[src/rtl/md_if.sv]
// Multiply/divide request bus between the pipeline (master) and the HI/LO sequencer (slave).
interface md_if;
    logic        start;
    logic        mult;
    logic        signed_calc;
    logic [31:0] md_a;
    logic [31:0] md_b;
    logic        flush;
    logic        hi_we;
    logic        lo_we;
    logic [31:0] hilo_wdata;
    logic        stall;
    logic        done;
    logic [31:0] hi;
    logic [31:0] lo;

    modport master (
        output start, mult, signed_calc, md_a, md_b, flush, hi_we, lo_we, hilo_wdata,
        input  stall, done, hi, lo
    );

    modport slave (
        input  start, mult, signed_calc, md_a, md_b, flush, hi_we, lo_we, hilo_wdata,
        output stall, done, hi, lo
    );
endinterface

[src/rtl/md_ctrl.sv]
// Multi-cycle MULT/MULTU/DIV/DIVU sequencer owning HI/LO: fixed-latency multiply,
// 32-step restoring divide on magnitudes with sign fix-up at the end.
module md_ctrl #(
    parameter int MULT_CYCLES = 4
) (
    input  logic clk,
    input  logic rst_n,
    md_if.slave  bus
);
    localparam int DIV_STEPS = 32;
    localparam int CNT_W     = (MULT_CYCLES > DIV_STEPS) ? $clog2(MULT_CYCLES) : $clog2(DIV_STEPS);

    typedef enum logic [1:0] {IDLE, MUL, DIV, DONE} state_t;

    state_t      state_reg;
    logic [CNT_W-1:0] cnt_reg;
    logic [31:0] rem_reg;
    logic [31:0] quot_reg;
    logic [31:0] abs_a_reg;
    logic [31:0] abs_b_reg;
    logic        sa_reg;
    logic        sb_reg;
    logic [31:0] hi_reg;
    logic [31:0] lo_reg;
    logic        done_reg;

    logic        idle_like;
    logic        accept;
    logic        sa_in;
    logic        sb_in;
    logic [31:0] abs_a_in;
    logic [31:0] abs_b_in;
    logic [63:0] prod_mag;
    logic [63:0] prod;
    logic [32:0] rem_sh;
    logic [32:0] rem_diff;
    logic        div_ge;
    logic [31:0] rem_step;
    logic [31:0] quot_step;
    logic        unused_rem_top;

    assign idle_like = (state_reg == IDLE) || (state_reg == DONE);
    assign accept    = bus.start && !bus.flush && idle_like;

    assign sa_in    = bus.signed_calc & bus.md_a[31];
    assign sb_in    = bus.signed_calc & bus.md_b[31];
    assign abs_a_in = sa_in ? (~bus.md_a + 32'd1) : bus.md_a;
    assign abs_b_in = sb_in ? (~bus.md_b + 32'd1) : bus.md_b;

    assign prod_mag = {32'd0, abs_a_reg} * {32'd0, abs_b_reg};
    assign prod     = (sa_reg ^ sb_reg) ? (~prod_mag + 64'd1) : prod_mag;

    // Stored remainder is always below the divisor, so 32 bits hold it; only the
    // shifted value needs the 33rd bit for the compare/subtract.
    assign rem_sh         = {rem_reg, quot_reg[31]};
    assign rem_diff       = rem_sh - {1'b0, abs_b_reg};
    assign div_ge         = (rem_sh >= {1'b0, abs_b_reg});
    assign rem_step       = div_ge ? rem_diff[31:0] : rem_sh[31:0];
    assign quot_step      = {quot_reg[30:0], div_ge};
    assign unused_rem_top = rem_diff[32];

    assign bus.stall = (state_reg == MUL) || (state_reg == DIV) || accept;
    assign bus.done  = done_reg;
    assign bus.hi    = hi_reg;
    assign bus.lo    = lo_reg;

    always_ff @(posedge clk or negedge rst_n) begin
        if (!rst_n) begin
            state_reg <= IDLE;
            cnt_reg   <= '0;
            rem_reg   <= '0;
            quot_reg  <= '0;
            abs_a_reg <= '0;
            abs_b_reg <= '0;
            sa_reg    <= 1'b0;
            sb_reg    <= 1'b0;
            hi_reg    <= '0;
            lo_reg    <= '0;
            done_reg  <= 1'b0;
        end else begin
            done_reg <= 1'b0;
            case (state_reg)
                IDLE, DONE: begin
                    // MTHI/MTLO first so a same-edge divide-by-zero result takes precedence.
                    if (bus.hi_we) hi_reg <= bus.hilo_wdata;
                    if (bus.lo_we) lo_reg <= bus.hilo_wdata;
                    state_reg <= IDLE;
                    if (accept) begin
                        sa_reg    <= sa_in;
                        sb_reg    <= sb_in;
                        abs_a_reg <= abs_a_in;
                        abs_b_reg <= abs_b_in;
                        if (bus.mult) begin
                            state_reg <= MUL;
                            cnt_reg   <= CNT_W'(MULT_CYCLES - 1);
                        end else if (bus.md_b != 32'd0) begin
                            state_reg <= DIV;
                            cnt_reg   <= CNT_W'(DIV_STEPS - 1);
                            rem_reg   <= '0;
                            quot_reg  <= abs_a_in;
                        end else begin
                            state_reg <= DONE;
                            hi_reg    <= bus.md_a;
                            lo_reg    <= 32'hFFFF_FFFF;
                            done_reg  <= 1'b1;
                        end
                    end
                end
                MUL: begin
                    if (bus.flush) begin
                        state_reg <= IDLE;
                    end else if (cnt_reg == '0) begin
                        hi_reg    <= prod[63:32];
                        lo_reg    <= prod[31:0];
                        state_reg <= DONE;
                        done_reg  <= 1'b1;
                    end else begin
                        cnt_reg <= cnt_reg - 1'b1;
                    end
                end
                DIV: begin
                    if (bus.flush) begin
                        state_reg <= IDLE;
                    end else begin
                        rem_reg  <= rem_step;
                        quot_reg <= quot_step;
                        if (cnt_reg == '0) begin
                            lo_reg    <= (sa_reg ^ sb_reg) ? (~quot_step + 32'd1) : quot_step;
                            hi_reg    <= sa_reg ? (~rem_step + 32'd1) : rem_step;
                            state_reg <= DONE;
                            done_reg  <= 1'b1;
                        end else begin
                            cnt_reg <= cnt_reg - 1'b1;
                        end
                    end
                end
                default: state_reg <= IDLE;
            endcase
        end
    end
endmodule

[src/flat_wrapper.sv]
// flat-port wrapper written by rule: the top's interface ports become plain ports
module md_ctrl_flat 
#(
    parameter int MULT_CYCLES = 4
)
  (clk, rst_n, bus_start, bus_mult, bus_signed_calc, bus_md_a, bus_md_b, bus_flush, bus_hi_we, bus_lo_we, bus_hilo_wdata, bus_stall, bus_done, bus_hi, bus_lo);
  md_if bus_i ();
  input  logic clk;
  input  logic rst_n;
  input wire logic [$bits(bus_i.start)-1:0] bus_start;
  input wire logic [$bits(bus_i.mult)-1:0] bus_mult;
  input wire logic [$bits(bus_i.signed_calc)-1:0] bus_signed_calc;
  input wire logic [$bits(bus_i.md_a)-1:0] bus_md_a;
  input wire logic [$bits(bus_i.md_b)-1:0] bus_md_b;
  input wire logic [$bits(bus_i.flush)-1:0] bus_flush;
  input wire logic [$bits(bus_i.hi_we)-1:0] bus_hi_we;
  input wire logic [$bits(bus_i.lo_we)-1:0] bus_lo_we;
  input wire logic [$bits(bus_i.hilo_wdata)-1:0] bus_hilo_wdata;
  output wire logic [$bits(bus_i.stall)-1:0] bus_stall;
  output wire logic [$bits(bus_i.done)-1:0] bus_done;
  output wire logic [$bits(bus_i.hi)-1:0] bus_hi;
  output wire logic [$bits(bus_i.lo)-1:0] bus_lo;
  assign bus_i.start = bus_start;
  assign bus_i.mult = bus_mult;
  assign bus_i.signed_calc = bus_signed_calc;
  assign bus_i.md_a = bus_md_a;
  assign bus_i.md_b = bus_md_b;
  assign bus_i.flush = bus_flush;
  assign bus_i.hi_we = bus_hi_we;
  assign bus_i.lo_we = bus_lo_we;
  assign bus_i.hilo_wdata = bus_hilo_wdata;
  assign bus_stall = bus_i.stall;
  assign bus_done = bus_i.done;
  assign bus_hi = bus_i.hi;
  assign bus_lo = bus_i.lo;
  md_ctrl #(.MULT_CYCLES(MULT_CYCLES)) u_core (.clk(clk), .rst_n(rst_n), .bus(bus_i));
endmodule
[config.mk]
export PLATFORM = sky130hd
export DESIGN_NAME = md_ctrl_flat
export DESIGN_NICKNAME = d
export VERILOG_FILES = /design/src/rtl/md_if.sv /design/src/rtl/md_ctrl.sv /design/src/flat_wrapper.sv
export SDC_FILE = /design/constraint.sdc
export NUM_CORES = 2
export LEC_CHECK = 0
export BUFFER_PORTS_ARGS = -buffer_cell sky130_fd_sc_hd__buf_2
export CORE_ASPECT_RATIO = 0.75
export CORE_MARGIN = 2
export CORE_UTILIZATION = 40
export CTS_CLUSTER_SIZE = 10
export DETAILED_ROUTE_END_ITERATION = 6
export PLACE_DENSITY_LB_ADDON = 0.15
export SLEW_MARGIN = 20
export SYNTH_ARGS = -nofsm -noshare
export SYNTH_HDL_FRONTEND = slang
export SYNTH_SLANG_ARGS = --single-unit
[constraint.sdc]
create_clock -name clk -period 11.4 [get_ports clk]
set_input_delay 0.57 -clock clk [delete_from_list [all_inputs] [get_ports clk]]
set_output_delay 0.57 -clock clk [all_outputs]
set_load 0.05 [all_outputs]
=== Word level (Yosys, flattened, before mapping) ===
Index checks and enable logic that the tools add are counted.

* Flip-flop bits (word level): 202
* Input bits: 104
* Output and inout port bits: 66
* Logic and storage cells: 110

* Add/sub/neg operators: 7
* $mul: 1
* $lt $le $gt $ge: 1
* Equality and inequality tests: 14
* Multiplexer cells: 52
* Bitwise gates (word level): 8
* Reductions and logical operators: 16

{| class="wikitable"
|+ Operators by type and width
! cell !! count
|-
| 2-to-1 mux 32 bit || 29
|-
| one-hot mux 32 bit (3 select lines) || 2
|-
| adder 32 x 1 -> 32 bit (second input constant) || 4
|-
| inverter 32 bit || 4
|-
| one-hot mux 32 bit (2 select lines) || 2
|-
| adder 64 x 1 -> 64 bit (second input constant) || 1
|-
| multiplier 32 x 32 -> 64 bit || 1
|-
| 2-to-1 mux 64 bit || 1
|-
| inverter 64 bit || 1
|-
| greater-or-equal comparator 33 x 32 -> 1 bit || 1
|-
| nonzero test 32 bit || 1
|-
| subtractor 32 bit || 1
|-
| 2-to-1 mux 5 bit || 5
|-
| inequality test 2 bit (second input constant) || 7
|-
| one-hot mux 5 bit (2 select lines) || 1
|-
| 2-to-1 mux 2 bit || 4
|-
| AND reduction 4 bit || 2
|-
| 2-to-1 mux 1 bit || 6
|-
| logical NOT 5 bit || 1
|-
| AND reduction 5 bit || 1
|-
| subtractor 5 x 1 -> 5 bit (second input constant) || 1
|-
| == test 2 bit (second input constant) || 2
|-
| inequality test 2 x 1 -> 1 bit (second input constant) || 2
|-
| one-hot mux 2 bit (2 select lines) || 1
|-
| other kinds (13) || 18
|}

=== Depth between registers and ports, before layout ===
* Word-level depth: 8
* Depth in mapped cells: 33
* Gate-level depth less buffers: 28

=== Worst setup path after synthesis ===
OpenSTA, ideal clock, no wires.

* Path type: register -> register
* From: register u_core.abs_b_reg[2]
* To: register u_core.hi_reg[30] (netlist: u_core.bus.hi[30])
* Library setup time: 126 ps
* Data arrival time: 8290 ps
* Data required time: 11274 ps
* Slack: 2984 ps
* Cell stages (with the launch flop): 30
* Path buffers: 3
* Period minus slack after synthesis: 8416 ps
* Cells stage by stage: dfrtp_1 clkbuf_1 and2_1 fa_1 inv_1 fa_1 fa_1 fa_1 inv_1 fa_1 inv_1 fa_1 inv_1 fa_1 fa_1 ha_1 buf_2 a21oi_1 o21ai_1 or3_1 or3_1 buf_2 a32o_1 a211o_1 a221oi_2 o2111ai_1 nor4b_1 a21oi_1 mux2i_1 o32a_1

* Cells in the longest elaborated chain, start to end: 8
* Elaborated cells on any way between the ends: 15
* Those cells by class: 3 x add/sub; 1 x mul; 1 x order compare; 8 x mux; 2 x bitwise

{| class="wikitable"
|+ Ends and longest elaborated chain
! item !! line !! source
|-
| start: declaration || md_ctrl.sv:20 || <nowiki>logic [31:0] abs_b_reg;</nowiki>
|-
| start signal: assignment || md_ctrl.sv:92 || <nowiki>abs_b_reg <= abs_b_in;</nowiki>
|-
| parallel branches: the longest is 7 deep, another holds multiplier 32 x 32 -> 64 bit || - ||
|-
| one-hot mux 32 bit (3 select lines) * || md_ctrl.sv:82 || <nowiki>case (state_reg)</nowiki>
|-
| end signal: assignment || md_ctrl.sv:85 || <nowiki>if (bus.hi_we) hi_reg <= bus.hilo_wdata;</nowiki>
|-
| end signal: assignment || md_ctrl.sv:103 || <nowiki>hi_reg <= bus.md_a;</nowiki>
|-
| end signal: assignment || md_ctrl.sv:129 || <nowiki>hi_reg <= sa_reg ? (~rem_step + 32'd1) : rem_step;</nowiki>
|-
| end: declaration || md_ctrl.sv:23 || <nowiki>logic [31:0] hi_reg;</nowiki>
|}

Every way passes the cells marked *. The select of a mux whose other input is x is not followed.
A chain may end at the register's enable or synchronous reset.

=== Worst setup path after layout ===
* From: register u_core.abs_b_reg[10]
* To: register u_core.hi_reg[22] (netlist: u_core.bus.hi[22])

Same word-level chain as after synthesis.

==> run summary <==
status - complete, no violations
worst hold slack - 0.207 ns
Reg-to-Reg Start - u_core.abs_b_reg[10]$_DFFE_PN0P_
Crit. End Element - flip-flop
Startpoint Class - flip-flop
compound-gate portion of the synthesized area - 12.4%
final WL - 172000 um
maxcap violations - 0
flop-to-flop setup slack - 0.62 ns
period utilisation layout - 94.6%
Global Route Usage Sum - 26.9%
Top FF cell, synth - dfrtp_1
Initial Util - 40.2%
fillers - 12800
GP Congestion - 0.952
Clock Path Buffers - 3
core area - 126000 um2
drt wl/cell - 22.5 um
Die Y - 313 um
commonest non-fill, non-tap cell in the layout - inv_1
layout net count - 7230
CP Class - flip-flop to flip-flop
Synth Cell Area - 50800 um2
final setup violation count - 0
crit path to - u_core.bus.hi[22]$_DFFE_PN0P_
later-pin clock latency in the skew report - 0.67 ns
asr flop ratio synth - 100%
most numerous cell on the critical path - fa_1
post-synthesis mux area share - 1.19%
H-tree depth - 1
IO buf count - 169
Final Hold Viols - 0
number of synthesized flops with an enable pin - 0
synth warn - 0
# IOs - 170
Clock Sinks - 202
maximum clock frequency - 92.8 MHz
worst-margin pin slew - 1.23 ns
Post-Synth Adder-Cell Area - 42.9%
Worst path slowest cell - dfrtp_1
met3 usage - 4.65%
Die Footprint - 130000 um2
Avg Synthesized Cell Area - 8.47 um2
register bit total from synthesis - 202
HPWL after DPL - 140000 um
Layout Skew - 0.0664 ns
share of cells above drive strength 1 - 6.22%
Area Growth Syn to Fin - 6.23%
vias per cell - 5.51
total CTS buffers - 28
CP arrival - 11.23 ns
post-synthesis cell count - 5997
DR vias - 41900
Worst slew margin - 17.4%
register area share after synthesis - 9.96%
Critical Path Fanout Max - 22
Routed Antenna Nets - 0
HP Start - bus_md_b[0]
Final min period - 10.78 ns
worst r2r path cells - 26
overflow left after global routing - 0
Critical path origin - u_core.abs_b_reg[10]$_DFFE_PN0P_
TritonCTS clock tree - built
post-synthesis xor/xnor area fraction - 3.74%
Synthesized Nets - 7302
initial antenna violation count - 5
DR DRC count - 0
Global Route met1 Usage - 39.1%
worst hold path class - input pin to flip-flop
first-pass GRT wire length - 269000 um
pin count of the biggest net entering global routing - 95
Std-Cell Rows - 113
DR pass1 iterations - 7
Slew Viols, Final - 0
Req. time, crit path - 11.85 ns
unique cell type count in the Yosys netlist - 106
area of the multi-input gates - 40900 um2
met2 GRT Util - 41.7%
flip-flop and latch area - 5060 um2
Initial DRC Count - 3603
Reg2Reg Capture Point - u_core.bus.hi[22]$_DFFE_PN0P_
Clock transition at path regs - 0.07 ns
Max stage delay on crit path - 0.94 ns
most frequent cells in the layout - inv_1 (922), fa_1 (897), nand2_1 (797)
RSZ-0062 raised after global routing - no
main combinational cell family by area after synthesis - adder cells
Die W - 415 um
Simple-Gate Fraction of Synth Area - 20.2%
Setup TNS Final - 0 ns
grt peak-use layer - met2
vias in the first global route - 43400
Root Buffer - clkbuf_16
==> worst max-delay path, delay by kind of cell (launching register included) <==
kind	cells	cell delay (ns)
fa+ha+maj	9	4.44
simple gates	6	2.40
compound gates	4	1.76
flops	1	0.94
buf+inv	5	0.55
xor+xnor	1	0.34
mux	1	0.09
==> logic make-up after synthesis <==
family	after synthesis
DFF	202
adders and majority gates	1201
and+or+nand+nor	2048
AOI/OAI and AO/OA	982
buffers and inverters	1287
xor gates and xnor gates	217
muxes	60
==> cell type report <==
| type | count | share of cell area [%] |
|---|---|---|
| antenna | 1 | 0.00464 |
| clock buffer | 39 | 1.39 |
| clock inverter | 10 | 0.248 |
| inverter | 925 | 6.44 |
| multi-input combinational | 4508 | 75.8 |
| sequential | 202 | 9.38 |
| tap | 1667 | 3.87 |
| timing repair buffer | 260 | 2.86 |
==> layer usage <==
| metal | vias to the layer above | wire, um |
|---|---|---|
| li1 | 19000 | - |
| met1 | 21500 | 79300 |
| met2 | 1270 | 75900 |
| met3 | 179 | 11700 |
| met4 | 8 | 4580 |
| met5 | - | 47 |
==> synth_stat cells, drive strengths merged (8+ instances only) <==
master   instances  share of area [%]
ha             304                7.5
clkbuf         321                2.4
a211o            8               0.14
a31oi           40               0.55
or4             14               0.21
a22o             9               0.16
a221o            9               0.18
o31ai           56               0.86
a21o            35               0.52
nor3            66               0.65
nand4           36               0.47
nand3           42               0.41
nor2           279                2.1
xor2            97                1.7
nand2          797                5.9
a41oi           12               0.21
a221oi          23               0.43
or3             26               0.35
nand3b          11               0.16
nor2b           12               0.15
mux2i           58                1.1
o221ai          30               0.52
o21ai          292                2.9
buf             41               0.46
and4            10               0.17
and2           620                7.6
o22ai           14               0.17
o211ai          29               0.44
o2111ai         10               0.21
fa             897                 35
or2             12               0.15
dfrtp          202                 10
a21oi          276                2.8
nand2b          25               0.31
o41ai           13               0.26
a22oi            9               0.13
o21a            25               0.37
a211oi          21               0.34
and3            27               0.33
xnor2          120                2.1
inv            924                6.8
nor4            36               0.54
==> what timing repair did <==
item	4_1_cts	5_1_grt
hold buffers	1	0
gates resized for setup	0	0
endpoints found under the setup margin	0	0
hold endpoints to repair	67	0
setup buffers	0	0
==> metrics by stage <==
| stage | area, um2 | utilization [%] | cells | worst slack, ns |
|---|---|---|---|---|
| 2_1_floorplan | 50800 | - | 5997 | 2.98 |
| 3_3_place_gp | 53000 | 42.0 | 7561 | 1.01 |
| 3_5_place_dp | 53000 | 42.0 | 7561 | 0.816 |
| 4_1_cts | 53900 | 42.7 | 7611 | 0.713 |
| 5_1_grt | 53900 | 42.7 | 7611 | 0.0292 |
| 6_report | 53900 | 42.7 | 7612 | 0.620 |
==> worst min-delay path by stage <==
| stage | to | cells after the start |
|---|---|---|
| after floorplan | u_core.abs_a_reg[0]$_DFFE_PN0P_ | 0 |
| after global placement | u_core.bus.hi[0]$_DFFE_PN0P_ | 1 |
| after detailed placement | u_core.bus.lo[30]$_DFFE_PN0P_ | 1 |
| after CTS | u_core.abs_b_reg[0]$_DFFE_PN0P_ | 3 |
| after global routing | u_core.abs_b_reg[0]$_DFFE_PN0P_ | 3 |
| final | u_core.abs_b_reg[0]$_DFFE_PN0P_ | 3 |
Power is left out: the tool's default activity adds up to more than one toggle a clock period on the data nets, which glitch-free logic cannot reach.
